$ cat src/rtl/mem_arb_pkg.sv
// Shared types for the data_mem port arbiter: FSM state, read-owner encoding
// and the full-word byte mask used for instruction fetches.
package mem_arb_pkg;

   typedef enum logic {ARB_IDLE, ARB_WAIT_RD} arb_state_t;
   typedef enum logic {OWN_IF, OWN_LSU} arb_owner_t;

   localparam logic [3:0] MASK_FULL = 4'b1111;

endpackage

$ cat src/rtl/mem_port_arbiter.sv
// Shares the single-ported data_mem between instruction fetch and the LSU:
// one grant per cycle, reads block new grants until their response returns.
module mem_port_arbiter
   import mem_arb_pkg::*;
#(
   parameter int ADDR_W     = 8,
   parameter int DATA_W     = 32,
   parameter int LSU_PRIO   = 1,
   parameter int STARVE_LIM = 4
) (
   input  logic              clk,
   input  logic              rst,
   input  logic              if_req,
   input  logic [ADDR_W-1:0] if_addr,
   output logic              if_gnt,
   output logic              if_rvalid,
   output logic [DATA_W-1:0] if_rdata,
   input  logic              lsu_req,
   input  logic              lsu_we,
   input  logic [3:0]        lsu_mask,
   input  logic [ADDR_W-1:0] lsu_addr,
   input  logic [DATA_W-1:0] lsu_wdata,
   output logic              lsu_gnt,
   output logic              lsu_rvalid,
   output logic [DATA_W-1:0] lsu_rdata,
   output logic              mem_request,
   output logic              mem_we_re,
   output logic              mem_load,
   output logic [3:0]        mem_mask,
   output logic [ADDR_W-1:0] mem_address,
   output logic [DATA_W-1:0] mem_data_in,
   input  logic              mem_valid,
   input  logic [DATA_W-1:0] mem_data_out
);

   localparam logic [3:0] STARVE_MAX = 4'(STARVE_LIM);

   arb_state_t r_state, w_state_next;
   arb_owner_t r_owner, w_owner_next;
   arb_owner_t r_last_gnt, w_last_gnt_next;
   logic [3:0] r_starve_cnt, w_starve_cnt_next;

   logic w_gnt_if, w_gnt_lsu, w_tie, w_store, w_read, w_rd_done;

   // Grant decision; everything is held off while reset is asserted.
   always_comb begin
      w_gnt_if  = 1'b0;
      w_gnt_lsu = 1'b0;
      w_tie     = if_req & lsu_req;
      if (!rst && r_state == ARB_IDLE) begin
         if (r_starve_cnt == STARVE_MAX && if_req) begin
            w_gnt_if = 1'b1;
         end else if (w_tie) begin
            if (LSU_PRIO != 0 || r_last_gnt == OWN_IF) begin
               w_gnt_lsu = 1'b1;
            end else begin
               w_gnt_if = 1'b1;
            end
         end else begin
            w_gnt_if  = if_req;
            w_gnt_lsu = lsu_req;
         end
      end
   end

   assign w_store   = w_gnt_lsu & lsu_we;
   assign w_read    = w_gnt_if | (w_gnt_lsu & ~lsu_we);
   assign w_rd_done = ~rst & (r_state == ARB_WAIT_RD) & mem_valid;

   always_comb begin
      w_state_next      = r_state;
      w_owner_next      = r_owner;
      w_last_gnt_next   = r_last_gnt;
      w_starve_cnt_next = r_starve_cnt;
      if (w_gnt_if || w_gnt_lsu) begin
         w_last_gnt_next = w_gnt_lsu ? OWN_LSU : OWN_IF;
      end
      if (w_read) begin
         w_state_next = ARB_WAIT_RD;
         w_owner_next = w_gnt_lsu ? OWN_LSU : OWN_IF;
      end else if (w_rd_done) begin
         w_state_next = ARB_IDLE;
      end
      // Only tie-wins by the LSU count towards starving a waiting IF.
      if (!if_req || w_gnt_if) begin
         w_starve_cnt_next = 4'd0;
      end else if (w_gnt_lsu && w_tie && r_starve_cnt < STARVE_MAX) begin
         w_starve_cnt_next = r_starve_cnt + 4'd1;
      end
   end

   always_ff @(posedge clk) begin
      if (rst) begin
         r_state      <= ARB_IDLE;
         r_owner      <= OWN_IF;
         r_last_gnt   <= OWN_IF;
         r_starve_cnt <= 4'd0;
      end else begin
         r_state      <= w_state_next;
         r_owner      <= w_owner_next;
         r_last_gnt   <= w_last_gnt_next;
         r_starve_cnt <= w_starve_cnt_next;
      end
   end

   always_comb begin
      if_gnt      = w_gnt_if;
      lsu_gnt     = w_gnt_lsu;
      mem_request = w_gnt_if | w_gnt_lsu;
      mem_we_re   = w_store;
      mem_load    = w_read;
      mem_mask    = 4'd0;
      mem_address = '0;
      mem_data_in = '0;
      if (w_gnt_lsu) begin
         mem_mask    = lsu_we ? lsu_mask : MASK_FULL;
         mem_address = lsu_addr;
         mem_data_in = lsu_we ? lsu_wdata : '0;
      end else if (w_gnt_if) begin
         mem_mask    = MASK_FULL;
         mem_address = if_addr;
      end
      // Data buses follow memory directly; only the valid strobe is routed.
      if_rvalid  = w_rd_done & (r_owner == OWN_IF);
      lsu_rvalid = w_rd_done & (r_owner == OWN_LSU);
      if_rdata   = rst ? '0 : mem_data_out;
      lsu_rdata  = rst ? '0 : mem_data_out;
   end

endmodule

$ cat config.mk
export PLATFORM = sky130hd
export DESIGN_NAME = mem_port_arbiter
export DESIGN_NICKNAME = d
export VERILOG_FILES = /design/src/rtl/mem_arb_pkg.sv /design/src/rtl/mem_port_arbiter.sv
export SDC_FILE = /design/constraint.sdc
export NUM_CORES = 1
export LEC_CHECK = 0
export CORE_AREA = 2 2 80 82
export CTS_BUF_LIST = sky130_fd_sc_hd__clkbuf_4 sky130_fd_sc_hd__clkbuf_8
export DETAILED_ROUTE_END_ITERATION = 10
export DIE_AREA = 0 0 82 84
export HOLD_SLACK_MARGIN = 0.1
export PLACE_DENSITY = 0.82
export SLEW_MARGIN = 40
export SYNTH_ARGS = -nofsm -noshare
export SYNTH_HDL_FRONTEND = slang
export SYNTH_SLANG_ARGS = --single-unit
$ cat constraint.sdc
create_clock -name clk -period 3.1 [get_ports clk]
set_input_delay 0.31 -clock clk [delete_from_list [all_inputs] [get_ports clk]]
set_output_delay 0.31 -clock clk [all_outputs]
set_load 0.005 [all_outputs]
Word level (Yosys, flattened, before mapping)
Index checks and enable logic that the tools add are counted.
Widths: inputs -> output; s select.
Storage, ports and cells
  bits in registers: 6
  output and inout bits: 115
Operators by class
  reduce and logical (&&, ||, !) cells: 9
  equality and inequality tests: 1
  bitwise operators: 13
  mux-type cells: 17
  $lt $le $gt $ge: 1
  add/subtract/negate cells: 1
Operators by type and width (number)
  $mux 32: 3
  $mux 8: 2
  $mux 4: 3
  $mux 1: 9
  $and 1x1->1: 7
  $add 4x1->4 const B: 1
  $eq 4x3->1 const B: 1
  $logic_and 1x1->1: 4
  $lt 4x3->1 const B: 1
  $not 1->1: 4
  $logic_not 1->1: 2
  $or 1x1->1: 2
  $reduce_bool 2->1: 1
  $reduce_or 2->1: 1
  $logic_or 1x1->1: 1

Longest topological paths before layout
  depth in word-level cells: 7
  gate-level depth with buffers: 6

Worst setup path after synthesis
OpenSTA, ideal clock, no wires.
  path kind: register to output
  start: register r_starve_cnt[0]
  end: output mem_address[0]
  slack: 1.584 ns
  data arrival time: 1.206 ns
  buffers on the path: 1
  cell stages (with the launch flop): 7
  cells stage by stage: dfxtp_1 > inv_1 > ha_1 > and3b_1 > o21ai_1 > buf_2 > o22ai_1
On the way
  longest elaborated chain between the ends: 6
Ends and longest elaborated chain
  start: declaration: line mem_port_arbiter.sv:41  | logic [3:0] r_starve_cnt, w_starve_cnt_next;
  start signal: assignment: line mem_port_arbiter.sv:102  | r_starve_cnt <= w_starve_cnt_next;
  $eq 4x3->1 (*): line mem_port_arbiter.sv:51  | if (r_starve_cnt == STARVE_MAX && if_req) begin
  $logic_and 1x1->1 (*): line mem_port_arbiter.sv:51
  $mux 1: line mem_port_arbiter.sv:51
  $mux 1: line mem_port_arbiter.sv:50  | if (!rst && r_state == ARB_IDLE) begin
  $mux 8: line mem_port_arbiter.sv:119  | end else if (w_gnt_if) begin
  $mux 8 (*): line mem_port_arbiter.sv:115  | if (w_gnt_lsu) begin
  end: declaration: line mem_port_arbiter.sv:30  | output logic [ADDR_W-1:0] mem_address,
Mark *: on every way between the ends. The rest lies on a longest branch, timed or not.

Worst setup path in the final report
  start: input lsu_req
  end: output mem_address[7]
On the way
  longest elaborated chain between the ends: 6
Ends and longest elaborated chain
  start: declaration: line mem_port_arbiter.sv:18  | input logic lsu_req,
  $and 1x1->1: line mem_port_arbiter.sv:49  | w_tie = if_req & lsu_req;
  $mux 1: line mem_port_arbiter.sv:53  | end else if (w_tie) begin
  $mux 1: line mem_port_arbiter.sv:51
  $mux 1: line mem_port_arbiter.sv:50
  $mux 8: line mem_port_arbiter.sv:119
  $mux 8 (*): line mem_port_arbiter.sv:115
Marks and branches as above.

==> metrics.csv <==
stage,metric,value,unit
critical_path,crit_required,2.79,ns
detailed_routing,viasPerCell,4.14,
logic_synthesis,synth_area_per_cell,6.70,sq um
placed_design,place_hpwl,4.89,mm
floorplan,num_rows,29,
logic_synthesis,synth_top_area_share,20.1,%
outcome,run_status,"finished, final reports clean",
logic_synthesis,syn_nets,276,
global_routing,globalRouteMet2Util,29.3,%
sta,rsz0062_at_grt,no,
critical_path,ff2ff_path_depth,5,
placed_design,pre_cts_ws,0.385,ns
critical_path,crit_cells,6,
sta,period_needed,2.66,ns
floorplan,dieArea,6890,sq um
detailed_routing,ant_nets,0,
logic_synthesis,yosys_warnings,0,
floorplan,fp.dieW,82,um
global_routing,overflow,0,
job,max-cap-violations,0,
cts,cts_inserted_buffers,3,
min_path,min_from,r_starve_cnt[3],
detailed_routing,vias,1767,
finish,final_cell_mix,"clkdlybuf4s50_1 (204), nor2b_1 (32), and2_1 (31)",
global_routing,grt_pass1_vias,1838,
critical_path,cp-start-kind,input pin,
finish,nets,444,
sta,finalHoldViolCount,0,
cts,post-cts-setup-buffer-count,0,
critical_path,reg2reg_setup_slack,1.55,ns
sta,slew_viol_final,0,
critical_path,cp_max_fo,9,
logic_synthesis,ys_seq_area_share,9.74,%
finish,final_common_cell,clkdlybuf4s50_1,
cts,cts_resized,0,
critical_path,path_delay_family,buffers and inverters,
detailed_routing,drc_errors,0,
critical_path,worstSetupPathType,input pin to primary output,
cts,path_clk_slew,0.03,ns
logic_synthesis,syn_area,1230,sq um
power_and_ir_drop,power_density,173,nW/um^2
global_routing,grt_first_pass_wirelength,8.71,mm
power_and_ir_drop,power_leakage,1.15,nW
critical_path,r2r-end,r_owner,
finish,num_antenna_cells,0,
sta,setup_viol,0,
finish,drive_gt1_share,3.43,%
logic_synthesis,synth_area_leaders,"buf_4 (20%), nor2b_1 (16%), and2_1 (16%)",
power_and_ir_drop,peakVddDrop,0.213,mV
cts,htree_levels,1,
global_routing,grt_max_degree,37,
critical_path,critPathCaptureType,primary output,
critical_path,r2r_start,r_starve_cnt[0],
min_path,holdPathStages,1,
global_routing,grt_usage,16.0,%
placed_design,place_congestion,0.783,
detailed_routing,drt_iter0_markers,31,
critical_path,critical_path.startpoint,lsu_req,
critical_path,path_cells,clkdlybuf4s50_1 -> inv_1 -> o21ai_1 -> buf_4 -> o22ai_1 -> clkdlybuf4s50_1,
logic_synthesis,synth_top_area_cell,buf_4,
cts,cts_root_buf,clkbuf_8,
floorplan,dieHeight,84,um
detailed_routing,wl_per_cell,13.2,um
min_path,hp-class,register to register,
global_routing,grt.busiest_layer,met2,
cts,insertion_delay,0.22,ns
power_and_ir_drop,p_total,0.542,mW
logic_synthesis,synth.ff_latch_count,6,
detailed_routing,firstDrtPassIters,4,
detailed_routing,drt_wl_total,5.64,mm
placed_design,io_buffers,204,
logic_synthesis,ys_types,33,
cts,postCtsHoldBufs,0,
sta,fin_skew,0.00164,ns
sta,finalCritPeriodShare,85.9,%
critical_path,worst-path-buf-inv,4,
cts,cts.sinks,6,
min_path,hold_end,r_starve_cnt[3],
floorplan,start_util,20.2,%
cts,cts_tree,built,
finish,area_growth,154,%
floorplan,core,6100,sq um
global_routing,use_met1,17.0,%
sta,tightest_slew,0.655,ns
critical_path,crit_top_cell,clkdlybuf4s50_1,
critical_path,cp_slowest_cell,clkdlybuf4s50_1,
sta,worst_slack,0.437,ns
critical_path,max_stage_delay,0.61,ns
sta,slew_headroom,56.1,%
logic_synthesis,synth_cells,184,
cts,cts.path.max_buffers,2,
floorplan,io_pins,205,
sta,setup_tns,0,ns
sta,max_freq,376,MHz
global_routing,gr-usage-met3,6.60,%
global_routing,grt_antenna_before_repair,0,
critical_path,worstPathArrival,2.35,ns
==> metrics by stage <==
stage | instance area, sq um | instances | utilization (%) | hold WS [ns]
after floorplan | 1230 | 184 | - | 0.427
after detailed placement | 3100 | 424 | 50.8 | 0.506
final | 3140 | 427 | 51.5 | 0.516
after global placement | 3100 | 424 | 50.8 | 0.504
after CTS | 3140 | 427 | 51.5 | 0.514
after global routing | 3140 | 427 | 51.5 | 0.542
==> report_power, final <==
part / leakage, nW / internal [mW] / switching [mW]
sequential: 0.0488 / 0.0800 / 0.00358
clock: 0.0216 / 0.0830 / 0.0294
combinational: 1.08 / 0.242 / 0.104
==> cells by family after synthesis <==
logic type               synth area share [%]
adder cells (fa/ha/maj)                  2.03
buffers and inverters                    25.7
AND/OR/NAND/NOR                          48.0
AO/OA/AOI/OAI                            14.6
flip-flops                               9.74
==> cell usage after synthesis (all sizes together) <==
cell type / count
nand2b: 1
o21a: 4
nand2: 20
o221a: 1
and2: 32
nor3b: 2
inv: 5
o21ba: 1
clkbuf: 3
nor4bb: 1
buf: 41
o211ai: 1
nor2: 6
o21ai: 2
a21oi: 2
a221oi: 1
nor3: 3
nand3: 2
o22ai: 8
o2111a: 1
ha: 2
and3b: 1
a211oi: 2
nor2b: 32
or2: 1
and4bb: 1
a21o: 2
dfxtp: 6
==> sequential cells by signal, summed over array words and instances (netlist names) <==
register,cells
r_owner,1
r_starve_cnt,4
r_state,1
==> metal layers <==
metal | vias to the layer above | routed length, um
li1 | 895 | -
met5 | - | 0
met2 | 97 | 2950
met3 | 8 | 536
met1 | 767 | 2090
met4 | 0 | 59
==> how the worst max path moves through the flow <==
stage / endpoint / slack (ns)
final: mem_address[7] / 0.44
after global routing: mem_address[7] / 0.23
after CTS: mem_address[7] / 0.42
after detailed placement: mem_address[7] / 0.39
after global placement: mem_address[6] / 0.48
after floorplan: mem_address[0] / 1.58
==> layout make-up <==
type / count / area (sq um)
fillers: 572 / 2960
repair buffers: 207 / 2060
multi-input cells: 129 / 797
clock buffers: 3 / 41.3
flip-flops and latches: 6 / 120
inverters: 5 / 18.8
well taps: 77 / 96.3
Note: power is estimated with default switching activity, not from simulation.
